**src/rtl/shiftreg_loader.sv**
```systemverilog
// shiftreg_loader: request/acknowledge sequencer that shifts the static and
// dynamic configuration words MSB-first onto one serial line, drives the
// chain selects, then pulses the latch strobes so both chains update together.
module shiftreg_loader #(
    parameter int SIZESRSTAT   = 88,
    parameter int SIZESRDYN    = 16,
    parameter int LATCH_CYCLES = 2
) (
    input  logic                  CLK,
    input  logic                  RST_N,
    input  logic                  START_FULL,
    input  logic                  START_DYN,
    input  logic [SIZESRSTAT-1:0] STAT_WORD,
    input  logic [SIZESRDYN-1:0]  DYN_WORD,
    output logic                  READY,
    output logic                  SDATA,
    output logic                  SHIFT_EN,
    output logic                  SELSTAT,
    output logic                  SELDYN,
    output logic                  LATCH_STAT,
    output logic                  LATCH_DYN,
    output logic                  DONE
);

    localparam int MAX_SD  = (SIZESRSTAT > SIZESRDYN) ? SIZESRSTAT : SIZESRDYN;
    localparam int MAX_LEN = (MAX_SD > LATCH_CYCLES) ? MAX_SD : LATCH_CYCLES;
    localparam int CW      = $clog2(MAX_LEN + 1);

    localparam logic [CW-1:0] STAT_LAST  = CW'(SIZESRSTAT - 1);
    localparam logic [CW-1:0] DYN_LAST   = CW'(SIZESRDYN - 1);
    localparam logic [CW-1:0] LATCH_LAST = CW'(LATCH_CYCLES - 1);

    typedef enum logic [2:0] {
        IDLE,
        SHIFT_STAT,
        SHIFT_DYN,
        LATCH,
        FINISH
    } state_t;

    state_t                  state_q, state_d;
    logic [CW-1:0]           cnt_q, cnt_d;
    logic                    full_q, full_d;
    logic [SIZESRSTAT-1:0]   stat_q, stat_d;
    logic [SIZESRDYN-1:0]    dyn_q, dyn_d;

    logic                    stat_bit;
    logic                    dyn_bit;

    // State, counter, mode flag and shadow words; reset aborts any sequence.
    always_ff @(posedge CLK or negedge RST_N) begin
        if (!RST_N) begin
            state_q <= IDLE;
            cnt_q   <= '0;
            full_q  <= 1'b0;
            stat_q  <= '0;
            dyn_q   <= '0;
        end else begin
            state_q <= state_d;
            cnt_q   <= cnt_d;
            full_q  <= full_d;
            stat_q  <= stat_d;
            dyn_q   <= dyn_d;
        end
    end

    // Next-state: accept in IDLE, count cycles per phase, reload counter on every transition.
    always_comb begin
        state_d = state_q;
        cnt_d   = cnt_q + CW'(1);
        full_d  = full_q;
        stat_d  = stat_q;
        dyn_d   = dyn_q;
        case (state_q)
            IDLE: begin
                cnt_d = '0;
                if (START_FULL || START_DYN) begin
                    stat_d  = STAT_WORD;
                    dyn_d   = DYN_WORD;
                    full_d  = START_FULL;
                    state_d = START_FULL ? SHIFT_STAT : SHIFT_DYN;
                end
            end
            SHIFT_STAT: begin
                if (cnt_q == STAT_LAST) begin
                    state_d = SHIFT_DYN;
                    cnt_d   = '0;
                end
            end
            SHIFT_DYN: begin
                if (cnt_q == DYN_LAST) begin
                    state_d = LATCH;
                    cnt_d   = '0;
                end
            end
            LATCH: begin
                if (cnt_q == LATCH_LAST) begin
                    state_d = FINISH;
                    cnt_d   = '0;
                end
            end
            FINISH: begin
                state_d = IDLE;
                cnt_d   = '0;
            end
            default: begin
                state_d = IDLE;
                cnt_d   = '0;
            end
        endcase
    end

    // Serial bit select: the counter addresses shadow bit LEN-1-cnt (MSB first).
    always_comb begin
        stat_bit = 1'b0;
        dyn_bit  = 1'b0;
        for (int unsigned i = 0; i < SIZESRSTAT; i++) begin
            if (cnt_q == CW'(SIZESRSTAT - 1 - i)) stat_bit = stat_q[i];
        end
        for (int unsigned i = 0; i < SIZESRDYN; i++) begin
            if (cnt_q == CW'(SIZESRDYN - 1 - i)) dyn_bit = dyn_q[i];
        end
    end

    // Outputs decoded purely from flops, so no input reaches an output combinationally.
    always_comb begin
        READY      = 1'b0;
        SDATA      = 1'b0;
        SHIFT_EN   = 1'b0;
        SELSTAT    = 1'b0;
        SELDYN     = 1'b0;
        LATCH_STAT = 1'b0;
        LATCH_DYN  = 1'b0;
        DONE       = 1'b0;
        case (state_q)
            IDLE:       READY = 1'b1;
            SHIFT_STAT: begin
                SHIFT_EN = 1'b1;
                SELSTAT  = 1'b1;
                SDATA    = stat_bit;
            end
            SHIFT_DYN: begin
                SHIFT_EN = 1'b1;
                SELDYN   = 1'b1;
                SDATA    = dyn_bit;
            end
            LATCH: begin
                LATCH_DYN  = 1'b1;
                LATCH_STAT = full_q;
            end
            FINISH:     DONE = 1'b1;
            default:    READY = 1'b0;
        endcase
    end

endmodule

```
**config.mk**
```make
export PLATFORM = sky130hd
export DESIGN_NAME = shiftreg_loader
export DESIGN_NICKNAME = d
export VERILOG_FILES = /design/src/rtl/shiftreg_loader.sv
export SDC_FILE = /design/constraint.sdc
export NUM_CORES = 1
export LEC_CHECK = 0
export BUFFER_PORTS_ARGS = -buffer_cell sky130_fd_sc_hd__buf_2
export CAP_MARGIN = 20
export CORE_ASPECT_RATIO = 1.25
export CORE_MARGIN = 2
export CORE_UTILIZATION = 35
export DETAILED_ROUTE_END_ITERATION = 8
export SLEW_MARGIN = 5
export SYNTH_ARGS = -nofsm -noshare
export SYNTH_HDL_FRONTEND = slang
export SYNTH_SLANG_ARGS = --single-unit
```
**constraint.sdc**
```tcl
create_clock -name CLK -period 2.8 [get_ports CLK]
set_input_delay 0.28 -clock CLK [delete_from_list [all_inputs] [get_ports CLK]]
set_output_delay 0.28 -clock CLK [all_outputs]
set_load 0.01 [all_outputs]
```
==> results of run 1 <==
-- logic make-up after synthesis --
group | Yosys count
AOI/OAI and AO/OA | 138
and+or+nand+nor | 124
DFF | 115
muxes | 105
buffers and inverters | 51
xor gates and xnor gates | 5
adders and majority gates | 4
-- synth_stat cells (all sizes together), types with 5 or more instances --
master    n
nand2b    6
nand2    34
nor2     27
nor2b     8
a22oi    10
o221ai    5
a21oi    24
inv       9
a31oi     7
dfrtp   115
and2      5
buf      27
o22ai     9
o21ai    32
o21a      5
nor3     12
a221oi   10
nand3     9
clkbuf   14
mux2    105
-- per-layer routing --
layer | routed length, µm | up-vias | part of all wire (%) | track usage [%]
met5 | 0 | - | 0 | 0
li1 | - | 2408 | - | -
met1 | 7690 | 2576 | 42 | 26.2
met4 | 556 | 0 | 3.0 | 10.0
met2 | 9460 | 178 | 51 | 36.4
met3 | 805 | 42 | 4.3 | 3.73
-- sequential cells by signal (all words and copies together) (netlist names) --
register,count
cnt_q,7
full_q,1
stat_q,88
dyn_q,16
state_q,3
-- worst reg2reg max path: stages (launching register included) --
cell      delay, ns
dfrtp_1        0.46
buf_4          0.21
nor2_1         0.31
nand2_1        0.17
buf_4          0.18
o21ai_0        0.14
nand2_1        0.09
a21oi_2        0.45
o211ai_1       0.15
o21ai_0        0.12
-- report_power, final --
group | internal, µW | switching (µW)
logic | 57.9 | 56.4
clock network | 1530 | 725
registers | 1660 | 0
-- layout by cell type (no fill, tap or decap), types with 3 or more instances in the layout --
master,count
o31ai_1,3
and2_1,4
a22o_1,3
ha_4,4
nand2b_1,5
nor4_1,4
o211ai_1,4
a22oi_1,10
inv_1,6
mux2_2,105
o2bb2ai_1,3
buf_12,6
nor2_1,25
buf_2,114
o32ai_1,3
o221ai_1,4
a31oi_1,7
o22a_1,4
a221oi_1,10
nor2b_1,6
xnor2_1,3
nor3_1,12
clkbuf_16,17
buf_4,93
o21a_1,4
nand4_1,4
a21oi_1,23
o22ai_1,9
nand2_1,34
bufinv_16,4
o21ai_0,31
dfrtp_1,114
clkinv_2,4
clkbuf_1,3
nand3_1,9
a32oi_1,3
-- stage by stage --
stage,instance area (µm²),hold slack [ns]
detailed placement,7370,0.312
CTS,8160,0.0740
global route,8160,0.0846
floorplan,5950,-0.0156
finish,8160,0.0973
global placement,7370,0.297
-- final cells by class --
cell class / count / area (µm²) / share of cell area [%]
Multi-Input combinational cell: 376 / 2940 / 36.0
Sequential cell: 115 / 2880 / 35.3
Timing Repair Buffer: 215 / 1410 / 17.3
Clock buffer: 22 / 464 / 5.69
Tap cell: 220 / 275 / 3.37
Clock inverter: 10 / 155 / 1.90
Inverter: 10 / 42.5 / 0.521
-- final timing paths --
| kind | from | to | slack [ns] | depth (start not counted) |
|---|---|---|---|---|
| worst min register to register | stat_q[56] | stat_q[56] | 0.51 | 1 |
| max in group asynchronous | RST_N | stat_q[85] | 1.67 | 3 |
| worst min-delay path | DYN_WORD[4] | dyn_q[4] | 0.1 | 2 |
| worst max-delay path | cnt_q[0] | SDATA | -0.52 | 15 |
| worst max register to register | cnt_q[3] | state_q[0] | 0.42 | 9 |
| min in group asynchronous | RST_N | stat_q[47] | 0.41 | 2 |
-- repair_timing --
| item | CTS | global route |
|---|---|---|
| resized for setup | 26 | 0 |
| setup buffers | 7 | 0 |
| hold endpoints to repair | 41 | 0 |
| hold buffers | 1 | 0 |
| pin swaps | 8 | 0 |
| endpoints found under the setup margin | 1 | 1 |
| gates cloned | 0 | 0 |
==> results_dict.tcl, run 1 <==
set metrics [dict create \
    hold_violations 0 \
    hold_class "input pin to flip-flop" \
    via_count 5204 \
    synth_adder_area_share_pct 0.841 \
    max_freq_mhz 302 \
    setup_viol 1 \
    ir_drop_mv 0.308 \
    cts-root-buf "clkbuf_16" \
    required_ns 2.52 \
    critical-path-top-delay-family "compound AO/OA/AOI/OAI gates" \
    max-slew-margin-rel_pct 61.2 \
    violations "setup timing" \
    drtAntennaViolNets 0 \
    path_cells "inv_4 > ha_4 > buf_12 > buf_12 > nand2b_4 > buf_4 > o22ai_1 > o21ai_0 > nand2_1 > nor3_1 > o221ai_1 > o211ai_1 > a21oi_1 > o2bb2ai_1 > buf_2" \
    core-area_um2 16700 \
    core.rowCount 53 \
    die_w_um 121 \
    clock_sinks 115 \
    wire_per_inst_um 19.1 \
    instances_no_fill 968 \
    period_needed_ns 3.32 \
    synthSimpleGateAreaFrac_pct 10.4 \
    drv_slew 0 \
    cts_inserted_buffers 17 \
    area_growth_syn_to_layout_pct 37.2 \
    firstDrtPassIters 5 \
    grt_pass1_vias 5610 \
    cpPeakStageDelay_ns 0.47 \
    synth_compound_area_share_pct 15.8 \
    diodes 0 \
    final_nets 847 \
    drv_cap 0 \
    place_hpwl_um 14400 \
    crit_path_max_fanout 8 \
    die_h_um 150 \
    vias_per_cell 5.38 \
    gp_congestion 1.02 \
    drc 0 \
    power.density_nw_per_um2 494 \
    cp.buffers_inverters 5 \
    worstSkewPairLatency_ns 0.41 \
    setup_ws_ns -0.516 \
    utilization_pct 48.8 \
    synth_area_per_cell_um2 11.0 \
    max_slew.worst_pin.slew_ns 0.583 \
    fin_total_pwr_uw 4030 \
    place_inst 928 \
    ys_types 59 \
    setup.worst_path.start_class "flip-flop" \
    cts_tree "done" \
    rsz0062_at_grt "true" \
    drtIter0Drc 383 \
    initial_core_util_pct 35.6 \
    cpMostUsedCell "buf_12" \
    track_usage_pct 21.3 \
    power.leakage_uw 0.00399 \
    crit_slowest_cell "dfrtp_2" \
    boundaryPins 116 \
    layout-drive-gt1-share_pct 49.3 \
    grt.overflow.total 0 \
    synth_top_family_by_area "multiplexers" \
    clock_skew_ns 0.00714 \
    synthTopCellsByArea "dfrtp_1 48%, mux2_2 20%, o21ai_0 2.7%" \
    crit_type "flip-flop to output pin" \
    grt_max_degree 66 \
    tns_ns -0.516 \
    synthXorXnorAreaFrac_pct 0.736 \
    status "finished with violations" \
    synth_top_cell_area_share_pct 48.4 \
    nFillCells 1561 \
    antenna_found_initial 0 \
    preCtsSetupSlack_ns -0.338 \
    synth_mux_area_share_pct 19.9 \
    cts_max_level 4 \
    yosys.area.top_type "dfrtp_1" \
    portBuffers 115 \
    routed_wl_um 18500 \
    grt_first_pass_wirelength_um 29400 \
    ys_seq_elements 115 \
    yosysSeqAreaShare_pct 48.4 \
    clock_path_buffers 2 \
    cp_data_arrival_time_ns 3.04 \
    synth_enable_flop_cells 0 \
    clk_pin_slew_worst_paths_ns 0.05 \
    dieArea_um2 18100 \
    yosys_warnings 0 \
    syn_area_um2 5950 \
    layout_worst_path_cycle_share_pct 118 \
    end_kind "output pin" \
    syn_nets 654 \
    async_flop_share_pct 100 \
    syn_inst 542 \
    synth_top_flop_cell "dfrtp_1" \
]
(Power assumes the default switching activity.)
==> run 2: changes to the inputs <==
CORE_ASPECT_RATIO = 1.5   (was 1.25)
PLACE_DENSITY_LB_ADDON = 0.3   (was default)
==> run 2 against run 1 <==
Compared with the run above:
- the run still ends with setup timing left
- clock-buffer cell count did not move
- final area shrank 0.23%
- clock power increased by 5%
- utilization down 0.054 points
- via count is 1.2% lower
- non-clock buffer count shrank 10
- worst hold slack got worse by 0.011 ns
- critical endpoint unchanged
==> results_dict.tcl, run 2 (synthesized netlist as in run 1, its figures left out) <==
set metrics [dict create \
    status "finished with violations" \
    violations "setup timing" \
    largest_reg_flops 88 \
    via_count 5140 \
    worstSkewPairLatency_ns 0.42 \
    required_ns 2.52 \
    core-area_um2 16700 \
    tns_ns -0.531 \
    layout_worst_path_cycle_share_pct 119 \
    power.density_nw_per_um2 510 \
    setup.worst_path.start_class "flip-flop" \
    max_freq_mhz 300 \
    wire_per_inst_um 19.7 \
    grt_max_degree 105 \
    grt_first_pass_wirelength_um 29000 \
    grt.overflow.total 0 \
    grt_pass1_vias 5421 \
    drtAntennaViolNets 0 \
    hold_violations 0 \
    critical-path-top-delay-family "compound AO/OA/AOI/OAI gates" \
    path_cells "inv_2 > ha_4 > buf_6 > buf_4 > a221oi_2 > o32ai_1 > o221ai_1 > a22oi_1 > o221ai_2 > o211ai_1 > a21oi_1 > o2bb2ai_1 > buf_2" \
    gp_congestion 0.969 \
    ir_drop_mv 0.289 \
    drc 0 \
    p_sw_share_pct 19.5 \
    pwr-share-seq_pct 40.1 \
    layout_top_registers "stat_q (88), dyn_q (16), cnt_q (7)" \
    crit_type "flip-flop to output pin" \
    end_kind "output pin" \
    hold_class "input pin to flip-flop" \
    clock_path_buffers 2 \
    drtIter0Drc 388 \
    crit_path_max_fanout 7 \
    mostFrequentLayoutCells "115 x dfrtp_1, 114 x buf_2, 105 x mux2_2, 79 x buf_4, 34 x nand2_1" \
    wl_met3_um 698 \
    power.leakage_uw 0.00395 \
    track_usage_pct 20.7 \
    cts_max_level 4 \
    boundaryPins 116 \
    firstDrtPassIters 5 \
    initial_core_util_pct 35.6 \
    max-slew-margin-rel_pct 61.3 \
    dieArea_um2 18100 \
    setup_ws_ns -0.531 \
    power.share.clock_pct 57.1 \
    drt-met1-wl_um 7330 \
    layout_commonest_cell "dfrtp_1" \
    p_int_uw 3340 \
    die_w_um 110 \
    rsz0062_at_grt "true" \
    drv_cap 0 \
    cts_tree "done" \
    top_register "stat_q" \
    max_slew.worst_pin.slew_ns 0.581 \
    clock_sinks 115 \
    pwr-share-comb_pct 2.8 \
    cpPeakStageDelay_ns 0.43 \
    crit_slowest_cell "dfrtp_1" \
    vias_per_cell 5.42 \
    highest_layer "met4" \
    core.rowCount 58 \
    clk_pin_slew_worst_paths_ns 0.05 \
    cts_inserted_buffers 17 \
    routed_wl_um 18600 \
    cp.buffers_inverters 4 \
    routed-wl-met2_um 9880 \
    cp_data_arrival_time_ns 3.05 \
    die_h_um 164 \
    period_needed_ns 3.33 \
    portBuffers 115 \
    holdWs_ns 0.0859 \
    area_growth_syn_to_layout_pct 36.9 \
    switching_power_uw 808 \
    place_hpwl_um 14300 \
    cts-root-buf "clkbuf_16" \
    final_nets 837 \
    setup_viol 1 \
    drv_slew 0 \
    diodes 0 \
    layout-drive-gt1-share_pct 50.0 \
    antenna_found_initial 0 \
    clock_skew_ns 0.0207 \
]
run 2: what timing repair did:
item                       CTS  global route
setup endpoints to repair    1             1
hold endpoints to repair    31             0
hold buffers                 1             0
gates resized for setup     20            20
pin swaps                    7            14
buffers inserted             1             4
run 2: metrics by stage:
step | total power, µW | cell area, µm² | setup slack (ns) | util [%] | cells
2_1_floorplan | 1690 | 5950 | 0.175 | - | 542
5_1_grt | 4280 | 8140 | -0.649 | 48.8 | 948
3_3_place_gp | 1810 | 7290 | -0.136 | 43.7 | 910
4_1_cts | 4200 | 8010 | -0.451 | 48.0 | 944
3_5_place_dp | 1810 | 7290 | -0.194 | 43.7 | 910
6_report | 4150 | 8140 | -0.531 | 48.8 | 948
run 2: final cells by class:
class / instances / area, µm²
clock buffers: 22 / 464
clock inverters: 10 / 179
fillers: 1585 / 8550
inverters: 10 / 42.5
multi-input cells: 376 / 2980
flip-flops and latches: 115 / 2880
well taps: 210 / 263
repair buffers: 205 / 1340
run 2: final timing paths:
check | startpoint | end | slack, ns | cells past startpoint
max | cnt_q[1] | SDATA | -0.53 | 13
min | STAT_WORD[75] | stat_q[75] | 0.09 | 2
max reg2reg | cnt_q[1] | state_q[0] | 0.40 | 12
min reg2reg | full_q | full_q | 0.50 | 1
max in group asynchronous | RST_N | state_q[0] | 1.75 | 3
min in group asynchronous | RST_N | stat_q[75] | 0.34 | 2
run 2: worst register-to-register path, stage by stage (launching register included):
cell and delay (ns):
dfrtp_1 0.43, inv_2 0.14, ha_4 0.20, buf_6 0.11
buf_4 0.13, buf_4 0.14, nand2_1 0.08, buf_4 0.17
o21ai_0 0.14, nand2_1 0.10, a21oi_2 0.42, o211ai_1 0.15
o21ai_0 0.11
run 2: routing by layer:
layer | up-vias | GRT usage (%)
li1 | 2390 | -
met1 | 2528 | 23.3
met2 | 174 | 37.7
met3 | 48 | 3.49
met4 | 0 | 9.94
met5 | - | 0
run 2: power by group through the flow:
stage / Clock, µW / Combinational (µW) / Sequential [µW]
6_report: 2370 / 115 / 1660
5_1_grt: 2490 / 130 / 1660
3_5_place_dp: 0 / 118 / 1690
3_3_place_gp: 0 / 115 / 1690
2_1_floorplan: 0 / 1.48 / 1690
4_1_cts: 2410 / 119 / 1660
==> run 3: changes to the inputs <==
CORE_UTILIZATION = 41   (was 35)
==> run 3 against run 2 <==
Compared with the run above:
- the run still ends with setup timing left
- largest cell class unchanged
- power fell by 10%
- critical path type unchanged
- setup slack improved by 0.16 ns
- die area shrank 14%
- sequential power about the same
- combinational power about the same
- first-iteration DRC count down 9.8%
- final area shrank 2.5%
- maximum frequency is 5.0% higher
==> results_dict.tcl, run 3 (synthesized netlist as in run 1, its figures left out) <==
set metrics [dict create \
    track_usage_pct 24.5 \
    crit_path_max_fanout 7 \
    firstDrtPassIters 5 \
    layout_worst_path_cycle_share_pct 113 \
    place_hpwl_um 14000 \
    setup_viol 1 \
    power.density_nw_per_um2 471 \
    clock_path_buffers 2 \
    drtIter0Drc 350 \
    hold_class "input pin to flip-flop" \
    drc 0 \
    place_inst 886 \
    gp_congestion 1.04 \
    vias_per_cell 5.66 \
    grt_first_pass_wirelength_um 28400 \
    status "finished with violations" \
    grt.overflow.total 0 \
    max-slew-margin-rel_pct 61.0 \
    min_path_cells 2 \
    violations "setup timing" \
    area_growth_syn_to_layout_pct 33.4 \
    core.rowCount 53 \
    multi_input_area_um2 2970 \
    drv_cap 0 \
    portBuffers 115 \
    grt_pass1_vias 5537 \
    worstSkewPairLatency_ns 0.40 \
    initial_core_util_pct 42.1 \
    drv_slew 0 \
    ir_drop_mv 0.428 \
    cpMostUsedCell "buf_6" \
    cts-root-buf "clkbuf_16" \
    boundaryPins 116 \
    grt_max_degree 105 \
    layout-drive-gt1-share_pct 49.4 \
    mostFrequentLayoutCells "114 x dfrtp_1, 114 x buf_2, 105 x mux2_2, 75 x buf_4, 34 x nand2_1" \
    wire_per_inst_um 19.9 \
    register_area_um2 2880 \
    largest_reg_flops 88 \
    end_kind "output pin" \
    period_needed_ns 3.17 \
    cts_inserted_buffers 17 \
    nFillCells 1260 \
    clk_pin_slew_worst_paths_ns 0.05 \
    clock_sinks 115 \
    crit_type "flip-flop to output pin" \
    cts_max_level 4 \
    via_count 5202 \
    die_h_um 152 \
    cpPeakStageDelay_ns 0.46 \
    cp_data_arrival_time_ns 2.89 \
    max_slew.worst_pin.slew_ns 0.585 \
    max_freq_mhz 315 \
    drtAntennaViolNets 0 \
    setup_ws_ns -0.374 \
    dieArea_um2 15500 \
    top_register "stat_q" \
    hold_violations 0 \
    layout_top_registers "stat_q (88), dyn_q (16), cnt_q (7)" \
    die_w_um 102 \
    power.leakage_uw 0.00387 \
    holdWs_ns 0.106 \
    instances_no_fill 919 \
    fin_total_pwr_uw 3730 \
    diodes 0 \
    antenna_found_initial 0 \
    final_nets 830 \
    path_cells "inv_4 > ha_4 > buf_6 > buf_6 > nand2b_4 > o221ai_2 > a222oi_1 > o21a_1 > o221ai_1 > o211ai_1 > a21oi_1 > o2bb2ai_1 > buf_2" \
    required_ns 2.52 \
    cts_tree "done" \
    routed_wl_um 18300 \
    crit_slowest_cell "dfrtp_2" \
    core-area_um2 14100 \
    setup.worst_path.start_class "flip-flop" \
    clock_skew_ns 0.00382 \
    rsz0062_at_grt "true" \
    reg2regPathDepth 11 \
]
## run 3: critical path, delay by kind of cell (launching register included)
| family | cells | cell delay (ns) |
|---|---|---|
| flops | 1 | 0.46 |
| fa+ha+maj | 1 | 0.15 |
| buf+inv | 4 | 0.50 |
| compound gates | 7 | 1.26 |
| simple gates | 1 | 0.12 |
## run 3: final cells by class
class,instances,share of cell area [%]
clock buffers,22,5.98
clock inverters,6,0.725
flip-flops and latches,115,36.3
inverters,10,0.568
well taps,192,3.03
multi-input cells,376,37.4
repair buffers,198,16.0
## run 3: repair_timing
action,4_1_cts,5_1_grt
buffers inserted,4,0
hold endpoints to repair,44,0
endpoints found under the setup margin,1,1
hold buffers,1,0
pin swaps,9,0
resized for setup,37,3
## run 3: layer usage
metal / global-route usage, % / vias to the layer above / part of all wire (%)
met1: 28.3 / 2549 / 38
met2: 42.8 / 222 / 53
met5: 0 / - / 0
met4: 12.9 / 0 / 4.3
met3: 4.36 / 55 / 5.1
li1: - / 2376 / -
## run 3: power breakdown
group	switching (µW)	leakage (µW)	internal, µW	total [µW]
sequential	0	0.00159	1660	1660
clock	697	0.000263	1260	1960
combinational	54.7	0.00202	57.8	112
total	751	0.00387	2980	3730
## run 3: path summary, 6_finish.rpt
check                                   start    endpoint  slack, ns
worst max-delay path                 cnt_q[0]       SDATA      -0.37
max in group asynchronous               RST_N  stat_q[22]       1.71
min in group asynchronous               RST_N  stat_q[73]       0.41
worst max register to register       cnt_q[1]  state_q[0]       0.46
worst min register to register         full_q      full_q       0.49
worst min-delay path            STAT_WORD[53]  stat_q[53]       0.11
## run 3: metrics by stage
step / setup slack, ns / setup TNS, ns / cell area [µm²] / utilization [%]
2_1_floorplan: 0.175 / 0 / 5950 / -
3_3_place_gp: -0.135 / -0.135 / 7210 / 51.0
3_5_place_dp: -0.114 / -0.114 / 7210 / 51.0
4_1_cts: -0.341 / -0.341 / 7920 / 56.1
5_1_grt: -0.526 / -0.526 / 7940 / 56.2
6_report: -0.374 / -0.374 / 7940 / 56.2
